<file path="src/rtl/arm_boot_ctrl.sv">
// arm_boot_ctrl: boot/run sequencer for the ARM core and memory port 2.
// Loads a program word stream into memory while the core is held in reset,
// releases the core after a short hold, passes the port through while it
// runs, then freezes the core and hands the port to a debug read address.
//
// Handshake: a load word transfers on a rising edge where load_valid and
// load_ready are both high; load_ready depends only on state, never on
// load_valid, and load_data/load_last are only meaningful while load_valid.
module arm_boot_ctrl #(
    parameter logic [31:0] BASE_ADDR   = 32'h0000_0000,
    parameter int unsigned MAX_WORDS   = 1024,
    parameter int unsigned RST_HOLD    = 4,
    parameter int unsigned RUN_TIMEOUT = 0
) (
    input  logic        clk,
    input  logic        rst,
    input  logic        load_valid,
    input  logic [31:0] load_data,
    input  logic        load_last,
    output logic        load_ready,
    input  logic [31:0] core_mem_addr,
    input  logic [31:0] core_mem_data_in,
    input  logic        core_mem_write_en,
    input  logic        core_halted,
    input  logic [31:0] dbg_addr,
    output logic [31:0] mem_addr,
    output logic [31:0] mem_data_in,
    output logic        mem_write_en,
    output logic        core_rst,
    output logic        done,
    output logic        halt_seen,
    output logic        timeout,
    output logic        error,
    output logic [15:0] word_count,
    output logic [31:0] cycle_count,
    output logic [2:0]  state_dbg
);

    typedef enum logic [2:0] {
        S_INIT = 3'd0,
        S_LOAD = 3'd1,
        S_HOLD = 3'd2,
        S_RUN  = 3'd3,
        S_DONE = 3'd4,
        S_ERR  = 3'd5
    } state_t;

    localparam logic [31:0] MAX_W     = 32'(MAX_WORDS);
    localparam logic [31:0] HOLD_LAST = 32'(RST_HOLD - 1);
    localparam logic [31:0] TIMEOUT_C = 32'(RUN_TIMEOUT);

    state_t      state_q, state_d;
    logic [31:0] wr_addr_q, wr_addr_d;
    logic [31:0] wr_data_q, wr_data_d;
    logic        wr_en_q, wr_en_d;
    logic [31:0] hold_cnt_q, hold_cnt_d;
    logic [15:0] word_count_q, word_count_d;
    logic [31:0] cycle_count_q, cycle_count_d;
    logic        done_q, done_d;
    logic        halt_seen_q, halt_seen_d;
    logic        timeout_q, timeout_d;
    logic        error_q, error_d;

    // State register and all sticky flags/counters; async reset to boot defaults.
    always_ff @(posedge clk or posedge rst) begin
        if (rst) begin
            state_q       <= S_INIT;
            wr_addr_q     <= 32'd0;
            wr_data_q     <= 32'd0;
            wr_en_q       <= 1'b0;
            hold_cnt_q    <= 32'd0;
            word_count_q  <= 16'd0;
            cycle_count_q <= 32'd0;
            done_q        <= 1'b0;
            halt_seen_q   <= 1'b0;
            timeout_q     <= 1'b0;
            error_q       <= 1'b0;
        end else begin
            state_q       <= state_d;
            wr_addr_q     <= wr_addr_d;
            wr_data_q     <= wr_data_d;
            wr_en_q       <= wr_en_d;
            hold_cnt_q    <= hold_cnt_d;
            word_count_q  <= word_count_d;
            cycle_count_q <= cycle_count_d;
            done_q        <= done_d;
            halt_seen_q   <= halt_seen_d;
            timeout_q     <= timeout_d;
            error_q       <= error_d;
        end
    end

    // Next-state logic: load writes are registered, run-phase events set sticky flags.
    always_comb begin
        state_d       = state_q;
        wr_addr_d     = wr_addr_q;
        wr_data_d     = wr_data_q;
        wr_en_d       = 1'b0;
        hold_cnt_d    = hold_cnt_q;
        word_count_d  = word_count_q;
        cycle_count_d = cycle_count_q;
        done_d        = done_q;
        halt_seen_d   = halt_seen_q;
        timeout_d     = timeout_q;
        error_d       = error_q;
        case (state_q)
            S_INIT: state_d = S_LOAD;
            S_LOAD: begin
                if (load_valid) begin
                    if (32'(word_count_q) < MAX_W) begin
                        wr_addr_d    = BASE_ADDR + 32'({word_count_q, 2'b00});
                        wr_data_d    = load_data;
                        wr_en_d      = 1'b1;
                        word_count_d = word_count_q + 16'd1;
                        if (load_last) begin
                            state_d    = S_HOLD;
                            hold_cnt_d = 32'd0;
                        end
                    end else begin
                        // Overflowing word is dropped, never written.
                        error_d = 1'b1;
                        state_d = S_ERR;
                    end
                end
            end
            S_HOLD: begin
                if (hold_cnt_q == HOLD_LAST) begin
                    state_d = S_RUN;
                end else begin
                    hold_cnt_d = hold_cnt_q + 32'd1;
                end
            end
            S_RUN: begin
                if (cycle_count_q != 32'hFFFF_FFFF) begin
                    cycle_count_d = cycle_count_q + 32'd1;
                end
                // Halt has priority over a simultaneous timeout.
                if (core_halted) begin
                    done_d      = 1'b1;
                    halt_seen_d = 1'b1;
                    state_d     = S_DONE;
                end else if ((TIMEOUT_C != 32'd0) && (cycle_count_q == TIMEOUT_C - 32'd1)) begin
                    done_d    = 1'b1;
                    timeout_d = 1'b1;
                    state_d   = S_DONE;
                end
            end
            default: ;
        endcase
    end

    // Memory port mux: registered load writes, core pass-through in RUN, debug reads when finished.
    always_comb begin
        mem_addr     = wr_addr_q;
        mem_data_in  = wr_data_q;
        mem_write_en = wr_en_q;
        case (state_q)
            S_RUN: begin
                mem_addr     = core_mem_addr;
                mem_data_in  = core_mem_data_in;
                mem_write_en = core_mem_write_en;
            end
            S_DONE, S_ERR: begin
                mem_addr     = dbg_addr;
                mem_data_in  = 32'd0;
                mem_write_en = 1'b0;
            end
            default: ;
        endcase
    end

    assign load_ready  = (state_q == S_LOAD);
    assign core_rst    = (state_q != S_RUN);
    assign done        = done_q;
    assign halt_seen   = halt_seen_q;
    assign timeout     = timeout_q;
    assign error       = error_q;
    assign word_count  = word_count_q;
    assign cycle_count = cycle_count_q;
    assign state_dbg   = state_q;

endmodule

</file>
<file path="config.mk">
export PLATFORM = sky130hd
export DESIGN_NAME = arm_boot_ctrl
export DESIGN_NICKNAME = d
export VERILOG_FILES = /design/src/rtl/arm_boot_ctrl.sv
export SDC_FILE = /design/constraint.sdc
export NUM_CORES = 1
export LEC_CHECK = 0
export BUFFER_PORTS_ARGS = -buffer_cell sky130_fd_sc_hd__buf_2
export CORE_ASPECT_RATIO = 0.6
export CORE_MARGIN = 3
export CORE_UTILIZATION = 40
export DETAILED_ROUTE_END_ITERATION = 8
export PLACE_DENSITY = 0.67
export SYNTH_ARGS = -nofsm -noshare
export SYNTH_HDL_FRONTEND = slang
export SYNTH_SLANG_ARGS = --single-unit
export TNS_END_PERCENT = 10
</file>
<file path="constraint.sdc">
create_clock -name clk -period 8.2 [get_ports clk]
set_input_delay 0.82 -clock clk [delete_from_list [all_inputs] [get_ports clk]]
set_output_delay 0.82 -clock clk [all_outputs]
set_load 0.05 [all_outputs]
</file>
**Yosys cells after proc, flatten, opt, wreduce, memory -nomap -nowiden**

Cells that the tools add are included.
W data, S select, Z words.

- Bits in registers: 134
- Bits in latches: 0
- RAM bits: 0
- Memory bits (read-only): 0
- Input port bits: 134
- Output and inout port bits: 122
- Word-level logic and storage cells: 56
- Memories: 0

- Add/sub/neg operators: 3
- $mul: 0
- Div/mod/pow operators: 0
- $lt $le $gt $ge: 1
- Equality and inequality tests: 15
- Shift operators: 0
- Multiplexer cells: 17
- Bitwise logic cells: 1
- Reduce and logical (&&, ||, !) cells: 10

Operator list:

| kind | count |
|---|---|
| $pmux W32 S2 | 3 |
| $mux W32 | 4 |
| $add A32 B1 Y32 const B | 2 |
| $eq A32 B2 Y1 const B | 1 |
| $ne A32 B32 Y1 const B | 1 |
| $add A16 B1 Y16 const B | 1 |
| $lt A16 B11 Y1 const B | 1 |
| $mux W3 | 5 |
| $pmux W3 S4 | 1 |
| $ne A2 B2 Y1 const B | 5 |
| $reduce_and A5 Y1 | 2 |
| $eq A3 B2 Y1 const B | 2 |
| $eq A3 B3 Y1 const B | 2 |
| $reduce_and A3 Y1 | 2 |
| $reduce_and A2 Y1 | 2 |
| $reduce_bool A4 Y1 | 1 |
| $eq A3 B1 Y1 const B | 1 |
| $logic_not A3 Y1 | 1 |
| $mux W1 | 3 |
| $ne A3 B2 Y1 const B | 1 |
| $ne A3 B3 Y1 const B | 1 |
| $ne A2 B1 Y1 const B | 1 |
| $pmux W1 S2 | 1 |
| $reduce_bool A2 Y1 | 1 |
| 2 further kinds | 2 |

**Depth between registers and ports, before layout**

Gate-level depths: netlist (run 1).

- Depth in word-level cells: 4
- Mapped depth: 8
- Depth with buffers taken out: 7

**Worst setup path after synthesis (run 1)**

OpenSTA, ideal clock, no wires.

- Path kind: reg2out
- Start: register state_q[2] (netlist: state_dbg[2])
- End: output port mem_data_in[10]
- Data arrival time: 2.406 ns
- Data required time: 7.380 ns
- Path slack: 4.974 ns
- Cell stages (with the launch flop): 9
- Path through: dfrtp_1 > and2b_1 > and2_1 > buf_4 > inv_1 > buf_2 > buf_2 > nand3_1 > nand2_1

- Longest elaborated chain between the ends: 3
- Elaborated cells between the ends (all ways): 5
- Classes of those cells: eq/ne: 3; mux: 1; reduce/logical: 1

RTL lines:

| element | RTL line | text |
|---|---|---|
| start: declaration | 52 | `state_t state_q, state_d;` |
| start signal: assignment | 79 | `state_q <= state_d;` |
| $eq A3 B3 Y1 | 157 | `case (state_q)` |
| $reduce_or A2 Y1 | 157 |  |
| $pmux W32 S2 (*) | 157 |  |
| end: declaration | 27 | `output logic [31:0] mem_data_in,` |

Mark *: on every way between the ends. The rest lies on a longest branch, timed or not.

**Final worst setup path (run 1)**

- Start: register state_q[2] (netlist: state_dbg[2])
- End: output port mem_addr[16]

- Longest elaborated chain between the ends: 3
- Elaborated cells between the ends (all ways): 5
- Classes of those cells: eq/ne: 3; mux: 1; reduce/logical: 1

RTL lines:

| element | RTL line | text |
|---|---|---|
| $eq A3 B3 Y1 | 157 |  |
| $reduce_or A2 Y1 | 157 |  |
| $pmux W32 S2 (*) | 157 |  |
| end: declaration | 26 | `output logic [31:0] mem_addr,` |

Marked as above.

==> results_dict.tcl, run 1 <==
set metrics [dict create \
    outcome "complete, no violations" \
    min_path_cells 0 \
    cp_common_cell "nand2_1" \
    layout_commonest_cell "nand2_1" \
    layout.nets 1174 \
    num_vias 6854 \
    gp_congestion 0.8794 \
    max-vdd-ir-drop_mv 0.1547 \
    max-cap-violations 0 \
    synthCells 811 \
    drv_slew 0 \
    cts_setup_buffers 0 \
    power.density_nw_per_um2 303.9 \
    antenna_found_initial 0 \
    worstPathMaxFanout 33 \
    clk-insertion-delay-late_ns 0.41 \
    wl_per_cell_um 16.72 \
    dieArea_um2 19390 \
    dpl_worst_slack_ns 4.967 \
    seqPwrFrac 0.338 \
    rsz0062_at_grt "no" \
    cts_root_buf "clkbuf_16" \
    p_comb_frac 0.409 \
    clock-sinks 134 \
    fin_crit_sh 0.4489 \
    finalHoldViolations 0 \
    grt_pass1_vias 6231 \
    worstHoldStart "word_count[15]" \
    synth_edf_count 0 \
    drc 0 \
    syn_nets 948 \
    p_leak_nw 4.922 \
    syn_avg_cell_area_um2 8.732 \
    worst_slew_pin_slew_ns 1.247 \
    fin_ws_ns 4.519 \
    crit_required_ns 7.38 \
    die_h_um 109.1 \
    portBuffers 254 \
    cpPeakStageDelay_ns 0.98 \
    cts_tree "yes" \
    power_mw 2.735 \
    hold_buffers 0 \
    criticalPathCategory "reg2out" \
    cts-root-to-sink-buffers 2 \
    ant_nets 0 \
    grt_pass1_wl_um 33370 \
    internal-power_mw 1.463 \
    ys_types 58 \
    synthFlopType "dfrtp_1" \
    switching_share 0.4652 \
    netlist_area_um2 7082 \
    grt_usage 0.2174 \
    wl_um 21360 \
    grt.overflow.total 0 \
    initial_utilization 0.4226 \
    die_w_um 177.8 \
    synth_seq_area_share 0.4735 \
    worstSetupEndpointType "output port" \
    layout_common_cells "nand2_1, buf_2, dfrtp_1" \
    area_growth_pct 27.08 \
    multi_input_area_um2 3467 \
    yosys_warnings 0 \
    grt_max_degree 80 \
    fin_tns_setup_ns 0 \
    r2r_start "word_count[10]" \
    fillCellCount 1601 \
    holdWs_ns 0.4055 \
    cp.arrival_ns 2.86 \
    rr_worst_depth 8 \
    min_path_type "reg2reg" \
    relSlewSlack 0.1655 \
    cts.htree.levels 4 \
    power_frac_clock 0.253 \
    crit_buf_inv 3 \
    worstPathCellList "inv_1 > nor2_2 > buf_4 > nor2_1 > nand2_1 > nand2_1 > buf_2" \
    fin_worst_skew_ns 0.01086 \
    io_pins 256 \
    postSynth.asyncResetShare 1.000 \
    fmaxAchievable_mhz 271.6 \
    crit_path_start_kind "flip-flop" \
    switchingPower_mw 1.272 \
    layout-drive-gt1-share 0.2962 \
    drt-initial-drc-count 601 \
    dp_hpwl_um 15330 \
    diodes 0 \
    dr.pass1.iters 5 \
    cts_buffers 17 \
    path_depth 7 \
    cts_resized 0 \
    rows 36 \
    seqCellArea_um2 3353 \
    reg2reg_slack_ns 5.04 \
    finalWorstPathRequiredPeriod_ns 3.681 \
    clkTransAtPathRegs_ns 0.06 \
    via_per_inst 5.363 \
    critPathTopFamily "simple AND/OR/NAND/NOR gates" \
    setup_viol 0 \
    core_um2 16760 \
    cp_slowest_cell "nor2_1" \
    critical_path.startpoint "state_dbg[2]" \
    ys_ff_latch 134 \
]
logic make-up (layout without fill, tap and decap cells):
family / after synthesis / in the layout / share of synthesized area
xor+xnor: 40 / 40 / 0.04947
compound gates: 91 / 91 / 0.1062
simple gates: 472 / 472 / 0.3177
flops: 134 / 134 / 0.4735
buf+inv: 63 / 302 / 0.03746
mux: 7 / 7 / 0.009894
other cells: 1 / 1 / 0.0005295
fa+ha+maj: 3 / 3 / 0.005301
worst register-to-register path, stage by stage (launching register included):
cell and delay, ns:
dfrtp_1 0.39, nor4_1 0.51, and3_1 0.34, nand2_1 0.08, buf_4 0.30, inv_2 0.74
nand4_1 0.27, nor3_1 0.28, xor2_1 0.17
cells in the mapped netlist (all sizes together) (3+ instances only):
| master | n | area [µm²] |
|---|---|---|
| nor4 | 16 | 136.4 |
| a21oi | 4 | 20.02 |
| and3 | 25 | 156.4 |
| buf | 18 | 95.09 |
| and2 | 5 | 32.53 |
| nor2b | 8 | 50.05 |
| nand2 | 263 | 987.2 |
| nor3 | 21 | 105.1 |
| ha | 3 | 37.54 |
| o21ai | 9 | 48.80 |
| nand3 | 69 | 345.3 |
| nand4 | 31 | 209.0 |
| inv | 9 | 33.78 |
| xor2 | 9 | 78.83 |
| mux2i | 7 | 70.07 |
| or3 | 3 | 23.77 |
| a31oi | 6 | 37.54 |
| nor3b | 5 | 47.54 |
| and4 | 6 | 52.55 |
| nor2 | 13 | 48.80 |
| dfrtp | 134 | 3353 |
| nor4b | 3 | 26.28 |
| a22oi | 17 | 127.6 |
| clkbuf | 36 | 136.4 |
| xnor2 | 31 | 271.5 |
| a21o | 3 | 22.52 |
| a22o | 16 | 140.1 |
| a211o | 16 | 140.1 |
power by group through the flow:
stage / sequential, mW / clock (mW) / combinational, mW
floorplan: 0.966 / 0 / 0.781
global placement: 0.930 / 0 / 1.11
detailed placement: 0.932 / 0 / 1.12
CTS: 0.921 / 0.706 / 1.13
global route: 0.945 / 0.737 / 1.20
finish: 0.924 / 0.691 / 1.12
through the flow:
step / utilization / cell area (µm²) / std cells
2_1_floorplan: - / 7082 / 811
3_3_place_gp: 0.5054 / 8468 / 1246
3_5_place_dp: 0.5054 / 8468 / 1246
4_1_cts: 0.5371 / 9000 / 1278
5_1_grt: 0.5371 / 9000 / 1278
6_report: 0.5371 / 9000 / 1278
worst paths after layout:
kind | endpoint
max in group asynchronous | hold_cnt_q[18]
worst max register to register | word_count[7]
min in group asynchronous | cycle_count[17]
worst max-delay path | mem_addr[16]
worst min register to register | word_count[15]
worst min-delay path | word_count[15]
state kept, by name (all words and copies together) (netlist names):
register     cells
halt_seen        1
state_dbg        3
word_count      16
error            1
cycle_count     32
wr_data_q       32
wr_en_q          1
hold_cnt_q      32
wr_addr_q       16
metal layers:
| metal | vias up | routed length (µm) | global-route usage |
|---|---|---|---|
| li1 | 3299 | - | - |
| met2 | 281 | 9013 | 0.3033 |
| met4 | 0 | 176 | 0.05599 |
| met1 | 3258 | 10510 | 0.3359 |
| met5 | - | 0 | 0 |
| met3 | 16 | 1663 | 0.04941 |
final cells by class:
type                            count  share of cell area
Multi-Input combinational cell    614              0.3852
Sequential cell                   134              0.3726
Timing Repair Buffer              261              0.1471
Clock buffer                       18             0.04769
Tap cell                          228             0.03170
Clock inverter                     14             0.01140
Inverter                            9            0.004310
Power figures use the tool's default switching activity.
==> run 2, diff against run 1 <==
--- a/config.mk
+++ b/config.mk
@@ -5,12 +5,13 @@
 export SDC_FILE = /design/constraint.sdc
 export NUM_CORES = 1
 export LEC_CHECK = 0
+export ABC_AREA = 1
 export BUFFER_PORTS_ARGS = -buffer_cell sky130_fd_sc_hd__buf_2
 export CORE_ASPECT_RATIO = 0.6
 export CORE_MARGIN = 3
 export CORE_UTILIZATION = 40
 export DETAILED_ROUTE_END_ITERATION = 8
-export PLACE_DENSITY = 0.67
+export PLACE_DENSITY = 0.68
 export SYNTH_ARGS = -nofsm -noshare
 export SYNTH_HDL_FRONTEND = slang
 export SYNTH_SLANG_ARGS = --single-unit
==> constraint.sdc (replaced) <==
create_clock -name clk -period 3.11 [get_ports clk]
set_input_delay 0.311 -clock clk [delete_from_list [all_inputs] [get_ports clk]]
set_output_delay 0.311 -clock clk [all_outputs]
set_load 0.05 [all_outputs]
==> run 2 against run 1 <==
Compared with the run above: largest power group is now the clock network; first-iteration DRC count increased by 24%; combinational power down 77%; area after synthesis up 14%; critical endpoint is now mem_addr[22]; sequential power grew 88%; critical path depth shrank 2.
==> results_dict.tcl, run 2 <==
set metrics [dict create \
    min_path_type "in2reg" \
    wl_per_cell_um 15.92 \
    critPathTopFamily "buffers and inverters" \
    switching_share 0.2339 \
    cpPeakStageDelay_ns 0.61 \
    yosys.area.top_type "dfrtp_1" \
    dp_hpwl_um 19810 \
    worst_slew_pin_slew_ns 0.9338 \
    crit_required_ns 2.80 \
    criticalPathCategory "reg2out" \
    drc 0 \
    wl_um 26040 \
    diodes 0 \
    power_frac_clock 0.530 \
    rows 39 \
    rsz0062_at_grt "no" \
    cts_tree "yes" \
    die_w_um 189.6 \
    fin_tns_setup_ns 0 \
    grt_pass1_wl_um 41090 \
    grt_max_degree 86 \
    fmaxAchievable_mhz 353.4 \
    yosys_warnings 0 \
    layout.nets 1494 \
    via_per_inst 5.029 \
    syn_avg_cell_area_um2 7.250 \
    ant_nets 0 \
    postSynth.asyncResetShare 1.000 \
    synth_edf_count 0 \
    cp_slowest_cell "dfrtp_1" \
    place_inst 1603 \
    worstPathMaxFanout 34 \
    layout_common_cells "nand2_1, buf_2, dfrtp_1" \
    clk-insertion-delay-late_ns 0.43 \
    cts.htree.levels 4 \
    yosysMostFrequentCell "nand2_1" \
    io_pins 256 \
    max-cap-violations 0 \
    grt.overflow.total 0 \
    finalWorstPathRequiredPeriod_ns 2.829 \
    portBuffers 254 \
    layout_commonest_cell "nand2_1" \
    crit_path_start_kind "flip-flop" \
    dr.pass1.iters 5 \
    cts-root-to-sink-buffers 2 \
    relSlewSlack 0.3736 \
    crit_buf_inv 3 \
    area_growth_pct 25.47 \
    p_leak_nw 5.590 \
    core_um2 19420 \
    syn_nets 1253 \
    power.density_nw_per_um2 419.4 \
    grt_usage 0.2373 \
    clkTransAtPathRegs_ns 0.06 \
    gp_congestion 0.9232 \
    synthFlopType "dfrtp_1" \
    cts_root_buf "clkbuf_16" \
    ys_ff_latch 134 \
    ys_types 44 \
    cp.arrival_ns 2.52 \
    fin_worst_skew_ns 0.007999 \
    grt_pass1_vias 7610 \
    cts_buffers 17 \
    ys_top_cells_by_area "dfrtp_1, nand2_1, inv_1" \
    synthCells 1116 \
    clock-sinks 134 \
    synthTopCellsByCount "nand2_1, dfrtp_1, inv_1, nor2_1, nand3_1" \
    seqPwrFrac 0.410 \
    fin_crit_sh 0.9097 \
    antenna_found_initial 0 \
    synth_seq_area_share 0.4144 \
    max-vdd-ir-drop_mv 0.4125 \
    outcome "complete, no violations" \
    die_h_um 116.2 \
    worstPathCellList "nand2_2 > inv_4 > buf_4 > a22o_1 > buf_2" \
    p_comb_frac 0.061 \
    synth.top_cell.area_share 0.4144 \
    num_vias 8228 \
    final_cells 1636 \
    worstSetupEndpointType "output port" \
    dieArea_um2 22030 \
    drv_slew 0 \
    switchingPower_mw 0.9957 \
    initial_utilization 0.4166 \
    netlist_area_um2 8092 \
    layout-drive-gt1-share 0.2584 \
    drt-initial-drc-count 745 \
    finalHoldViolations 0 \
    setup_viol 0 \
    internal-power_mw 3.262 \
]
[run 2: changes by cell type after synthesis, moves of 22 or more]
| cell | delta |
|---|---|
| nand2_1 | +177 |
| a22o_1 | +27 |
| inv_1 | +99 |
| nor2_1 | +86 |
| clkbuf_1 | -22 |
| xnor2_1 | -28 |
| and3_1 | -25 |
| o21ai_0 | +24 |
[run 2: logic make-up after synthesis]
family          share of synthesized area
buf+inv                           0.09231
compound gates                    0.09819
xor+xnor                          0.02598
simple gates                       0.3640
fa+ha+maj                        0.004639
other cells                     0.0004634
flops                              0.4144
[run 2: cell type report]
class	count	area, µm²
multi-input cells	822	3994
flip-flops and latches	134	3353
well taps	266	332.8
inverters	116	444.2
clock inverters	15	226.5
clock buffers	17	425.4
fillers	1912	9269
repair buffers	266	1376
[run 2: per-layer routing]
| layer | vias up | track usage | wire length (µm) |
|---|---|---|---|
| li1 | 4034 | - | - |
| met4 | 0 | 0.06102 | 298 |
| met5 | - | 0 | 0 |
| met1 | 3841 | 0.3485 | 12430 |
| met3 | 18 | 0.06149 | 2350 |
| met2 | 335 | 0.3504 | 10960 |
[run 2: timing repair]
item                      CTS  global route
setup buffers               0             0
gates resized for setup     0             0
hold endpoints to repair    9             0
hold buffers                1             0
[run 2: worst paths after layout]
| kind | from | to | slack [ns] | cells after the start |
|---|---|---|---|---|
| worst min-delay path | load_data[12] | wr_data_q[12] | 0.07 | 3 |
| worst max register to register | state_dbg[0] | wr_data_q[21] | 0.81 | 9 |
| worst min register to register | word_count[12] | word_count[12] | 0.40 | 0 |
| min in group asynchronous | rst | cycle_count[10] | 0.38 | 3 |
| worst max-delay path | state_dbg[1] | mem_addr[22] | 0.28 | 5 |
| max in group asynchronous | rst | wr_data_q[18] | 1.93 | 4 |
[run 2: power by group through the flow]
stage                     clock network [mW]  logic (mW)  registers [mW]
after floorplan                            0       0.130            1.78
after global placement                     0       0.260            1.78
after detailed placement                   0       0.261            1.78
after CTS                               2.29       0.263            1.74
after global routing                    2.38       0.277            1.74
final                                   2.26       0.259            1.74
[run 2: worst min-delay path: stages]
cell	delay (ns)
buf_2	0.07
nand2_1	0.04
nand2_1	0.04
[run 2: through the flow]
stage / util / instance area (µm²) / power, mW / hold WS, ns / worst slack, ns
floorplan: - / 8095 / 1.906 / 0.4206 / 0.1545
global route: 0.5227 / 10150 / 4.396 / 0.07170 / 0.1753
finish: 0.5227 / 10150 / 4.257 / 0.07356 / 0.2807
CTS: 0.5227 / 10150 / 4.299 / 0.05394 / 0.2829
global placement: 0.4887 / 9490 / 2.035 / 0.2793 / 0.8110
detailed placement: 0.4887 / 9490 / 2.036 / 0.2879 / 0.7551
==> run 3, diff against run 2 <==
--- a/config.mk
+++ b/config.mk
@@ -10,6 +10,7 @@
 export CORE_ASPECT_RATIO = 0.6
 export CORE_MARGIN = 3
 export CORE_UTILIZATION = 40
+export CTS_BUF_LIST = sky130_fd_sc_hd__clkbuf_2 sky130_fd_sc_hd__clkbuf_4 sky130_fd_sc_hd__clkbuf_8
 export DETAILED_ROUTE_END_ITERATION = 8
 export PLACE_DENSITY = 0.68
 export SYNTH_ARGS = -nofsm -noshare
==> run 3 against run 2 <==
Compared with the run above: sequential share of layout area rose by 0.63 points; clock skew rose by 0.0075 ns; via count fell by 0.89%; critical endpoint unchanged.
==> results_dict.tcl, run 3 (synthesis results as in run 2) <==
set metrics [dict create \
    outcome "complete, no violations" \
    drc 0 \
    finalWorstPathRequiredPeriod_ns 2.856 \
    grt_pass1_wl_um 40680 \
    grt_usage 0.2347 \
    r2r_start "state_dbg[0]" \
    hold_buffers 1 \
    multi_input_area_um2 3994 \
    final_cell_area_um2 9961 \
    worst_slew_pin_slew_ns 0.9418 \
    worstSetupEndpointType "output port" \
    max-vdd-ir-drop_mv 0.2137 \
    cts.htree.levels 4 \
    cp.arrival_ns 2.54 \
    grt_pass1_vias 7514 \
    reg2reg_slack_ns 0.80 \
    die_h_um 116.2 \
    layout_commonest_cell "nand2_1" \
    clock-sinks 134 \
    min_path_cells 3 \
    layout-drive-gt1-share 0.2584 \
    dp_hpwl_um 19810 \
    r2r-end "wr_data_q[21]" \
    rows 39 \
    cts-root-to-sink-buffers 2 \
    via_per_inst 4.985 \
    gp_congestion 0.9232 \
    fillCellCount 1937 \
    portBuffers 254 \
    p_leak_nw 5.503 \
    worstPathMaxFanout 34 \
    drv_slew 0 \
    grt_util_met1 0.3511 \
    cts_setup_buffers 0 \
    cts_buffers 17 \
    diodes 0 \
    layout.nets 1494 \
    core_um2 19420 \
    antenna_found_initial 0 \
    power.density_nw_per_um2 372.8 \
    grt.overflow.total 0 \
    die_w_um 189.6 \
    crit_path_start_kind "flip-flop" \
    cts_resized 0 \
    num_vias 8155 \
    dr.pass1.iters 5 \
    initial_utilization 0.4166 \
    fin_crit_sh 0.9183 \
    crit_required_ns 2.80 \
    io_pins 256 \
    cts_tree "yes" \
    grt_max_degree 86 \
    clkTransAtPathRegs_ns 0.08 \
    drt-initial-drc-count 762 \
    grt_busiest_layer "met1" \
    seqCellArea_um2 3353 \
    criticalPathCategory "reg2out" \
    wl_per_cell_um 15.81 \
    dieArea_um2 22030 \
    ant_nets 0 \
    rsz0062_at_grt "no" \
    rr_worst_depth 9 \
    worstHoldStart "load_data[1]" \
    hold-path-endpoint "wr_data_q[1]" \
    min_path_type "in2reg" \
    area_growth_pct 23.10 \
    setup_viol 0 \
    wl_um 25860 \
    finalHoldViolations 0 \
    grt_use_met3 0.06059 \
    layout_common_cells "nand2_1, buf_2, dfrtp_1" \
    grtUsageMet2 0.3396 \
    fmaxAchievable_mhz 350.2 \
    fin_worst_skew_ns 0.01552 \
    fin_tns_setup_ns 0 \
    max-cap-violations 0 \
    cts_root_buf "clkbuf_8" \
    placed_area_um2 9490 \
    clk-insertion-delay-late_ns 0.47 \
    relSlewSlack 0.3682 \
]
-- run 3: cell types whose count changed in the layout (fill, tap and decap cells not counted) --
cell       change
clkbuf_8      +17
clkbuf_16     -17
-- run 3: where the power goes --
part / internal, mW / total [mW] / switching, mW
Combinational: 0.0914 / 0.259 / 0.167
Sequential: 1.74 / 1.74 / 0
Clock: 0.958 / 1.71 / 0.755
Total: 2.79 / 3.71 / 0.923
-- run 3: worst max-delay path by stage --
stage,slack (ns),end,start
floorplan,0.15,mem_data_in[18],state_dbg[2]
global placement,0.81,mem_addr[22],state_dbg[2]
detailed placement,0.76,mem_addr[22],state_dbg[1]
CTS,0.22,mem_addr[22],state_dbg[1]
global route,0.11,mem_addr[22],state_dbg[1]
finish,0.25,mem_addr[22],state_dbg[1]
-- run 3: worst max-delay path, cell delays in order (launching register included) --
cell and delay (ns):
dfrtp_1 0.61, nand2_2 0.15, inv_4 0.36, buf_4 0.38
a22o_1 0.26, buf_2 0.30
-- run 3: metal layers --
| layer | wire length (µm) | up-vias |
|---|---|---|
| li1 | - | 4026 |
| met1 | 12600 | 3787 |
| met2 | 10640 | 322 |
| met3 | 2309 | 20 |
| met4 | 300 | 0 |
| met5 | 0 | - |
-- run 3: cell type report --
type                            count  area share
Clock buffer                       17     0.02349
Clock inverter                     15     0.02274
Inverter                          116     0.04459
Multi-Input combinational cell    822      0.4010
Sequential cell                   134      0.3366
Tap cell                          266     0.03341
Timing Repair Buffer              266      0.1382
-- run 3: metrics by stage --
step	setup slack [ns]	std cells	utilization	hold slack [ns]	total power [mW]
3_5_place_dp	0.7551	1603	0.4887	0.2879	2.036
3_3_place_gp	0.8110	1603	0.4887	0.2793	2.035
4_1_cts	0.2207	1636	0.5129	0.006852	3.748
2_1_floorplan	0.1545	1116	-	0.4206	1.906
5_1_grt	0.1135	1636	0.5129	0.02348	3.846
6_report	0.2542	1636	0.5129	0.03997	3.713
